File: config.mk
export PLATFORM = sky130hd
export DESIGN_NAME = rgb2yuv_stream
export DESIGN_NICKNAME = d
export VERILOG_FILES = /design/src/rtl/cte_pkg.sv /design/src/rtl/rgb2yuv_mat.sv /design/src/rtl/rgb2yuv_stream.sv
export SDC_FILE = /design/constraint.sdc
export NUM_CORES = 1
export LEC_CHECK = 0
export CORE_UTILIZATION = 25
export CTS_CLUSTER_SIZE = 24
export DETAILED_ROUTE_END_ITERATION = 8
export PLACE_DENSITY_LB_ADDON = 0.25
export SETUP_SLACK_MARGIN = 0.05
export SLEW_MARGIN = 20
export SYNTH_ARGS = -nofsm -noshare
export SYNTH_HDL_FRONTEND = slang
export SYNTH_SLANG_ARGS = --single-unit
File: constraint.sdc
create_clock -name clk -period 7.09 [get_ports clk]
set_input_delay 1.7725 -clock clk [delete_from_list [all_inputs] [get_ports clk]]
set_output_delay 1.7725 -clock clk [all_outputs]
set_load 0.1 [all_outputs]
File: src/rtl/cte_pkg.sv
`default_nettype none
// ============================================================================
// cte_pkg : Q8 colour-matrix constants, chroma offset and YUV byte-slot order
// Rev 1.0
// ============================================================================
package cte_pkg;

  localparam int CALC_W = 19;

  localparam logic signed [CALC_W-1:0] C_YR = 19'sd77;
  localparam logic signed [CALC_W-1:0] C_YG = 19'sd150;
  localparam logic signed [CALC_W-1:0] C_YB = 19'sd29;
  localparam logic signed [CALC_W-1:0] C_UR = -19'sd43;
  localparam logic signed [CALC_W-1:0] C_UG = -19'sd85;
  localparam logic signed [CALC_W-1:0] C_UB = 19'sd128;
  localparam logic signed [CALC_W-1:0] C_VR = 19'sd128;
  localparam logic signed [CALC_W-1:0] C_VG = -19'sd107;
  localparam logic signed [CALC_W-1:0] C_VB = -19'sd21;

  localparam logic signed [CALC_W-1:0] CHROMA_OFS = 19'sd128;
  localparam logic signed [CALC_W-1:0] RND_HALF   = 19'sd128;

  typedef enum logic [1:0] {
    SLOT_U  = 2'd0,
    SLOT_Y0 = 2'd1,
    SLOT_V  = 2'd2,
    SLOT_Y1 = 2'd3
  } slot_e;

  function automatic logic [7:0] sat8(input logic signed [CALC_W-1:0] x,
                                      input logic clamp_en);
    logic [7:0] res;
    if (!clamp_en) begin
      res = x[7:0];
    end else if (x < 19'sd0) begin
      res = 8'd0;
    end else if (x > 19'sd255) begin
      res = 8'd255;
    end else begin
      res = x[7:0];
    end
    return res;
  endfunction

  function automatic slot_e slot_next(input slot_e s);
    slot_e n;
    case (s)
      SLOT_U:  n = SLOT_Y0;
      SLOT_Y0: n = SLOT_V;
      SLOT_V:  n = SLOT_Y1;
      default: n = SLOT_U;
    endcase
    return n;
  endfunction

endpackage
`default_nettype wire

File: src/rtl/rgb2yuv_mat.sv
`default_nettype none
// ============================================================================
// rgb2yuv_mat : one-cycle registered RGB->YUV matrix with even (Y0/U0/V0)
//               and odd (Y1) result banks selected by pixel phase
// Rev 1.0
// ============================================================================
module rgb2yuv_mat
  import cte_pkg::*;
#(
  parameter bit ROUND_EN = 1'b1,
  parameter bit CLAMP_EN = 1'b1
) (
  input  logic        clk,
  input  logic        reset,
  input  logic        en,
  input  logic        sel_odd,
  input  logic [23:0] rgb,
  output logic [7:0]  y0,
  output logic [7:0]  u0,
  output logic [7:0]  v0,
  output logic [7:0]  y1
);

  logic signed [CALC_W-1:0] r_s, g_s, b_s, rnd;
  logic signed [CALC_W-1:0] sum_y, sum_u, sum_v;
  logic signed [CALC_W-1:0] y_s, u_s, v_s;

  logic [7:0] y0_d, u0_d, v0_d, y1_d;
  logic [7:0] y0_q, u0_q, v0_q, y1_q;

  always_comb begin
    r_s   = $signed({11'd0, rgb[23:16]});
    g_s   = $signed({11'd0, rgb[15:8]});
    b_s   = $signed({11'd0, rgb[7:0]});
    rnd   = ROUND_EN ? RND_HALF : 19'sd0;

    sum_y = C_YR * r_s + C_YG * g_s + C_YB * b_s + rnd;
    sum_u = C_UR * r_s + C_UG * g_s + C_UB * b_s + rnd;
    sum_v = C_VR * r_s + C_VG * g_s + C_VB * b_s + rnd;

    // Arithmetic shift gives floor division for negative chroma sums.
    y_s   = sum_y >>> 8;
    u_s   = (sum_u >>> 8) + CHROMA_OFS;
    v_s   = (sum_v >>> 8) + CHROMA_OFS;
  end

  always_comb begin
    y0_d = y0_q;
    u0_d = u0_q;
    v0_d = v0_q;
    y1_d = y1_q;
    if (en) begin
      if (sel_odd) begin
        y1_d = sat8(y_s, CLAMP_EN);
      end else begin
        y0_d = sat8(y_s, CLAMP_EN);
        u0_d = sat8(u_s, CLAMP_EN);
        v0_d = sat8(v_s, CLAMP_EN);
      end
    end
  end

  always_ff @(posedge clk) begin
    if (!reset) begin
      y0_q <= 8'd0;
      u0_q <= 8'd0;
      v0_q <= 8'd0;
      y1_q <= 8'd0;
    end else begin
      y0_q <= y0_d;
      u0_q <= u0_d;
      v0_q <= v0_d;
      y1_q <= y1_d;
    end
  end

  assign y0 = y0_q;
  assign u0 = u0_q;
  assign v0 = v0_q;
  assign y1 = y1_q;

endmodule
`default_nettype wire

File: src/rtl/rgb2yuv_stream.sv
`default_nettype none
// ============================================================================
// rgb2yuv_stream : RGB pixel stream to YUV 4:2:2 byte stream (U0 Y0 V0 Y1)
// Rev 1.0
// ============================================================================
module rgb2yuv_stream
  import cte_pkg::*;
#(
  parameter bit ROUND_EN = 1'b1,
  parameter bit CLAMP_EN = 1'b1
) (
  input  logic        clk,
  input  logic        reset,
  input  logic        in_en,
  input  logic [23:0] rgb_in,
  output logic        busy,
  output logic        out_valid,
  output logic [7:0]  yuv_out
);

  localparam logic [1:0] ST_EVEN     = 2'd0;
  localparam logic [1:0] ST_WAIT_ODD = 2'd1;
  localparam logic [1:0] ST_HOLD1    = 2'd2;
  localparam logic [1:0] ST_HOLD2    = 2'd3;

  logic [1:0]  state_q, state_d;
  logic        busy_q, busy_d;
  logic        accept, odd_accept;

  logic [23:0] pix_q, pix_d;
  logic        cvt_en_q, cvt_en_d;
  logic        cvt_odd_q, cvt_odd_d;

  logic        run_q, run_d;
  slot_e       slot_q, slot_d;
  logic        out_valid_q, out_valid_d;
  logic [7:0]  yuv_q, yuv_d;
  logic [7:0]  slot_byte;

  logic [7:0]  mat_y0, mat_u0, mat_v0, mat_y1;

  assign accept     = in_en && !busy_q;
  assign odd_accept = accept && (state_q == ST_WAIT_ODD);

  // Input FSM: state register
  always_ff @(posedge clk) begin
    if (!reset) begin
      state_q <= ST_EVEN;
      busy_q  <= 1'b0;
    end else begin
      state_q <= state_d;
      busy_q  <= busy_d;
    end
  end

  // Input FSM: next state
  always_comb begin
    state_d = state_q;
    case (state_q)
      ST_EVEN:     if (accept) state_d = ST_WAIT_ODD;
      ST_WAIT_ODD: if (accept) state_d = ST_HOLD1;
      ST_HOLD1:    state_d = ST_HOLD2;
      default:     state_d = ST_EVEN;
    endcase
  end

  // Input FSM: outputs, registered so busy is glitch-free at the port
  always_comb begin
    busy_d = (state_d == ST_HOLD1) || (state_d == ST_HOLD2);
  end

  always_comb begin
    pix_d     = accept ? rgb_in : pix_q;
    cvt_en_d  = accept;
    cvt_odd_d = (state_q == ST_WAIT_ODD);
  end

  always_ff @(posedge clk) begin
    if (!reset) begin
      pix_q     <= 24'd0;
      cvt_en_q  <= 1'b0;
      cvt_odd_q <= 1'b0;
    end else begin
      pix_q     <= pix_d;
      cvt_en_q  <= cvt_en_d;
      cvt_odd_q <= cvt_odd_d;
    end
  end

  rgb2yuv_mat #(
    .ROUND_EN (ROUND_EN),
    .CLAMP_EN (CLAMP_EN)
  ) u_mat (
    .clk     (clk),
    .reset   (reset),
    .en      (cvt_en_q),
    .sel_odd (cvt_odd_q),
    .rgb     (pix_q),
    .y0      (mat_y0),
    .u0      (mat_u0),
    .v0      (mat_v0),
    .y1      (mat_y1)
  );

  always_comb begin
    case (slot_q)
      SLOT_U:  slot_byte = mat_u0;
      SLOT_Y0: slot_byte = mat_y0;
      SLOT_V:  slot_byte = mat_v0;
      default: slot_byte = mat_y1;
    endcase
  end

  // A new odd accept can coincide with the Y1 slot; it restarts at U.
  always_comb begin
    run_d       = run_q;
    slot_d      = slot_q;
    out_valid_d = run_q;
    yuv_d       = run_q ? slot_byte : yuv_q;
    if (odd_accept) begin
      run_d  = 1'b1;
      slot_d = SLOT_U;
    end else if (run_q) begin
      if (slot_q == SLOT_Y1) begin
        run_d = 1'b0;
      end else begin
        slot_d = slot_next(slot_q);
      end
    end
  end

  always_ff @(posedge clk) begin
    if (!reset) begin
      run_q       <= 1'b0;
      slot_q      <= SLOT_U;
      out_valid_q <= 1'b0;
      yuv_q       <= 8'd0;
    end else begin
      run_q       <= run_d;
      slot_q      <= slot_d;
      out_valid_q <= out_valid_d;
      yuv_q       <= yuv_d;
    end
  end

  assign busy      = busy_q;
  assign out_valid = out_valid_q;
  assign yuv_out   = yuv_q;

endmodule
`default_nettype wire

== Yosys cells after proc, flatten, opt, wreduce, memory -nomap -nowiden ==
Cells that the tools add are included.
Widths: inputs -> output; s select.
Word-level totals
  register bits after elaboration: 73
  input bits: 27
  output and inout bits: 10
  word-level logic and storage cells: 71
Cells by class
  add/sub/neg operators: 11
  multiply operators: 7
  magnitude comparators: 6
  eq/ne operators: 7
  multiplexer cells: 14
  bitwise operators: 3
  reduce and logical (&&, ||, !) cells: 10
Operators by type and width (count)
  $add 19x19->19: 4
  $add 19x9->19 const B: 3
  $mux 8: 6
  $gt 19x9->1 const B: 2
  $lt 19x1->1 const B: 2
  $mul 8x9->17 const A: 2
  $mul 7x8->15 const A: 2
  $add 11x9->12 const B: 2
  $pmux 8 s3: 1
  $add 16x19->19: 1
  $add 19x16->19: 1
  $mul 7x9->16 const A: 1
  $mul 6x9->15 const A: 1
  $mul 5x8->13 const A: 1
  $pmux 2 s3: 2
  $gt 11x9->1 const B: 1
  $lt 11x1->1 const B: 1
  $eq 2x2->1 const B: 5
  $reduce_and 2->1: 3
  $eq 2x1->1 const B: 2
  $logic_not 2->1: 2
  $mux 2: 2
  $mux 1: 3
  $not 1->1: 3
  other kinds (4): 5

== Depth between registers and ports, before layout ==
  word-level depth: 8
  depth in mapped cells: 34
  gate-level depth less buffers: 34

== Cells and area by module ==
A second synthesis with hierarchy kept.
Unflattened totals
  cells, all modules: 1218
  area, all modules: 11539.8 µm²
Modules (own cells, without submodules)
  rgb2yuv_mat: instances 1, cells an instance 1023, area an instance 9720.6 µm², sequential area each 640.6 µm²
  rgb2yuv_stream: instances 1, cells an instance 195, area an instance 1819.2 µm², sequential area each 800.8 µm²

== Worst setup path before layout ==
No wires, ideal clock.
  path type: register to register
  start: register pix_q[13]
  end: register u_mat.u0_q[7] (netlist: u_mat.u0[7])
  library setup time: 0.148 ns
  arrival time: 7.118 ns
  data required time: 6.942 ns
  setup slack: -0.176 ns
  cell stages (with the launch flop): 32
  buffers on the path: 0
  period minus slack after synthesis: 7.266 ns
  cell sequence: dfxtp_1 > ha_1 > ha_1 > fa_1 > inv_1 > fa_1 > inv_1 > ha_1 > a21oi_1 > o21ai_0 > a21oi_1 > o21ai_0 > a21oi_1 > nand2b_1 > a21boi_0 > nor2_1 > xnor2_1 > fa_1 > ha_1 > ha_1 > a2111oi_4 > and2_1 > o21ai_1 > a31oi_1 > xnor2_2 > ha_1 > nor2_1 > o41ai_1 > mux2_1 > a22oi_1 > a2111oi_4 > a311oi_2
Between the ends
  longest elaborated chain between the ends: 8
  elaborated cells between the ends (all ways): 9
  those cells by class: add/sub (4); mul (1); order compare (2); mux (2)
RTL lines
  start: declaration: line rgb2yuv_stream.sv:30  | logic [23:0] pix_q, pix_d;
  start signal: assignment: line rgb2yuv_stream.sv:84  | pix_q <= pix_d;
  $mul 8x9->17 (*): line rgb2yuv_mat.sv:38  | sum_u = C_UR * r_s + C_UG * g_s + C_UB * b_s + rnd;
  $add 19x19->19 (*): line rgb2yuv_mat.sv:38
  $add 19x16->19 (*): line rgb2yuv_mat.sv:38
  $add 19x9->19 (*): line rgb2yuv_mat.sv:38
  $add 11x9->12 (*): line rgb2yuv_mat.sv:43  | u_s = (sum_u >>> 8) + CHROMA_OFS;
  $gt 19x9->1: line cte_pkg.sv:37  | end else if (x > 19'sd255) begin
  $mux 8: line cte_pkg.sv:37
  $mux 8 (*): line cte_pkg.sv:35  | end else if (x < 19'sd0) begin
  end signal: assignment: line rgb2yuv_mat.sv:71  | u0_q <= u0_d;
  end: declaration: line rgb2yuv_mat.sv:29  | logic [7:0] y0_q, u0_q, v0_q, y1_q;
Mark *: on every way between the ends. The rest lies on a longest branch, timed or not.
A chain may end at the register's enable or synchronous reset.

== Final worst setup path ==
  start: register pix_q[9]
  end: register u_mat.u0_q[5] (netlist: u_mat.u0[5])
Same word-level chain as after synthesis.

==> PnR_summary.wiki <==
{| class="wikitable"
! Metric !! Value
|-
| Outcome || finished clean
|-
| Floorplan die area || 53,500 um2
|-
| Post-synthesis instance total || 1,472
|-
| Count of fill cells added during filler insertion || 5,383
|-
| Number of primary I/O pins || 37
|-
| Number of buffers between clock root and the deepest sink || 2
|-
| Nets@finish || 2,136
|-
| Count of input and output buffers || 36
|-
| Most instantiated flip-flop cell in the synthesis netlist || sky130_fd_sc_hd__dfxtp_1
|-
| Maximum number of pins on one net before global-route repair || 41
|-
| Critical Path AT || 7.09 ns
|-
| Overall global routing resource usage || 0.136
|-
| Global route total overflow || 0
|-
| Non-Filler Instances || 2,325
|-
| Hold-critical path depth || 2
|-
| Final RePlAce weighted congestion || 0.849
|-
| Reg2Reg Capture Point || u_mat.u0[5]
|-
| Number of sinks handled by clock tree synthesis || 73
|-
| Standard-cell rows || 83
|-
| Via count of the first global-routing pass || 10,500
|-
| Max-slew violation total from the final report || 0
|-
| Via count of the routed design || 10,400
|-
| Clock buffer count from CTS || 9
|-
| Sequential cell area fraction in the yosys report || 0.111
|-
| Final Cycle Share || 0.960
|-
| Number of flops mapped to enable cells by yosys || 0
|-
| Final Critical Period || 6.81 ns
|-
| Max-Slew Margin vs Limit || 0.351
|-
| Clock root cell || sky130_fd_sc_hd__clkbuf_16
|-
| Area of the placeable core || 51,600 um2
|-
| Worst min-delay path category || register to register
|-
| Post-synthesis async set-or-reset flop share || 0
|-
| Crit path largest cell delay || 0.60 ns
|-
| Register area || 1490 um2
|-
| Initial detailed-routing violation count || 401
|-
| Layout Skew || 0.0173 ns
|-
| Drt wl/cell || 15.4 um
|-
| Clock transition at the registers of the reported paths || 0.07 ns
|-
| Worst min-delay path endpoint || u_mat.v0[3]
|-
| Post-DRT Antenna Nets || 0
|-
| Startpoint of the lowest-slack register-to-register path || pix_q[9]
|-
| Synthesized area || 13,100 um2
|-
| Share of layout cells above drive strength 1 || 0.210
|-
| Kind of critical path || register to register
|-
| Yosys Warn Count || 0
|-
| Combined area of the multi-input logic cells || 11,500 um2
|-
| Final wirelength || 35,900 um
|-
| Cell at the slowest stage of the critical path || sky130_fd_sc_hd__fa_1
|-
| Via density per instance || 4.48
|-
| Clk Latency, worst-skew pair || 0.37 ns
|-
| Initial antenna violation count || 0
|-
| Worst setup slack for register-to-register paths || 0.28 ns
|-
| Capturing element type of the critical path || register
|-
| Worst Tran Pin Value || 0.971 ns
|-
| Max frequency || 0.147 GHz
|-
| Net count after synthesis || 1,968
|-
| Diodes inserted || 0
|-
| Synthesized area per cell || 8.92 um2
|-
| Initial Utilization || 0.254
|-
| Register bit total from synthesis || 73
|-
| Cell count after placement || 2,294
|-
| Crit path launch type || register
|-
| Horizontal extent of the die || 231 um
|-
| Count of final setup violators || 0
|-
| Final hold violations || 0
|-
| # H-tree levels || 3
|-
| First-pass GRT wire length || 56,000 um
|-
| Total DRC errors in the routed layout || 0
|-
| Post-synth cell types || 63
|-
| Die span in y || 231 um
|-
| Number of cell instances on the worst register-to-register path || 30
|-
| # Max-Cap Violations || 0
|-
| Biggest fanout along the worst timing path || 5
|-
| Relative area change from synthesis to final layout || 27.0%
|-
| RSZ-0062 raised after global routing || yes
|-
| Drt pass-1 iters || 4
|-
| Clock tree from TritonCTS || done
|-
| Startpoint of the worst hold path || u_mat.v0[3]
|-
| Required time worst endpoint || 7.37 ns
|-
| Half-perimeter wire length of the detailed placement result || 30,200 um
|}
==> registers in the layout, indices dropped and copies added, names as in the netlist <==
| name | count |
|---|---|
| u_mat.y1 | 8 |
| cvt_en_q | 1 |
| u_mat.v0 | 8 |
| pix_q | 24 |
| u_mat.y0 | 8 |
| yuv_out | 8 |
| out_valid_d | 1 |
| out_valid | 1 |
| slot_q | 2 |
| busy | 1 |
| cvt_odd_q | 1 |
| state_q | 2 |
| u_mat.u0 | 8 |
==> metrics by stage <==
step / cell area, um2 / util / setup slack [ns] / hold slack [ns] / setup TNS, ns
6_report: 16700 / 0.323 / 0.280 / 0.482 / 0
5_1_grt: 16700 / 0.323 / -0.0653 / 0.503 / -0.157
4_1_cts: 15800 / 0.307 / 0.0556 / 0.484 / 0
3_5_place_dp: 15300 / 0.296 / -0.343 / 0.474 / -3.38
3_3_place_gp: 15300 / 0.296 / -0.215 / 0.470 / -1.74
2_1_floorplan: 13200 / - / 0.0816 / 0.445 / 0
==> critical path, delay by kind of cell, from the launching register on <==
kind,cells,cell delay (ns)
fa+ha+maj,9,3.25
compound gates,11,1.60
simple gates,4,0.52
buf+inv,3,0.45
flops,1,0.36
xor+xnor,2,0.29
mux,1,0.27
==> what timing repair did <==
action	in CTS	in global routing
setup endpoints to repair	16	16
setup buffers	6	9
gates resized for setup	43	140
gates cloned	0	0
hold buffers	0	0
pin swaps	30	99
==> worst max-delay path by stage <==
stage          slack (ns)           to  cells after the start      start
2_1_floorplan        0.08  u_mat.u0[7]                     31  pix_q[13]
3_3_place_gp        -0.21  u_mat.u0[7]                     30  pix_q[13]
3_5_place_dp        -0.34  u_mat.u0[7]                     30  pix_q[13]
4_1_cts              0.06  u_mat.u0[7]                     29  pix_q[17]
5_1_grt             -0.07  u_mat.u0[5]                     32  pix_q[18]
6_report             0.28  u_mat.u0[5]                     30   pix_q[9]
==> placed cells by master (no fill, tap or decap), drive strengths merged, types with 11 or more instances in the layout <==
master	count
inv	269
fa	99
nor2b	14
nor2	70
nand2b	19
nor3	20
a21oi	87
and3	13
a21boi	11
a21o	22
and2	12
o21ai	68
xnor2	64
a211oi	12
xor2	27
nand2	84
dfxtp	73
ha	370
buf	146
clkdlybuf4s50	36
nand3	13
o21a	15
o221a	12
==> per-layer routing <==
layer  part of all wire  GRT usage
met1               0.51      0.187
met2               0.46      0.223
met5                  0          0
met4              0.012     0.0248
met3              0.027     0.0231
==> synthesized netlist by cell type, drive strengths merged (14+ instances only) <==
master  count  area [um2]
nor2b      14        87.6
xnor2      64         576
dfxtp      73        1460
o21a       15         120
a21o       22         165
ha        370        4630
nor2       70         263
nor3       20         100
nand2      84         315
a21oi      87         447
xor2       27         244
nand2b     19         119
o21ai      68         344
clkbuf     24        90.1
inv       267        1000
fa         99        1980
==> cell families (layout without fill, tap and decap cells) <==
kind of cell | Yosys count | after routing | share of synthesized area
xor gates and xnor gates | 91 | 91 | 0.0624
muxes | 2 | 2 | 0.00171
adders and majority gates | 469 | 469 | 0.503
AOI/OAI and AO/OA | 273 | 273 | 0.138
and+or+nand+nor | 272 | 272 | 0.0994
buffers and inverters | 292 | 465 | 0.0835
DFF | 73 | 73 | 0.111
==> area by class of cell <==
type / instances / share of cell area
multi-input cells: 1107 / 0.690
clock inverters: 6 / 0.00683
repair buffers: 182 / 0.0888
well taps: 680 / 0.0510
clock buffers: 10 / 0.0137
flip-flops and latches: 73 / 0.0892
inverters: 267 / 0.0601
Power is not shown: default switching activity piles up to over one toggle a cycle in this logic, so the estimate is an artifact.
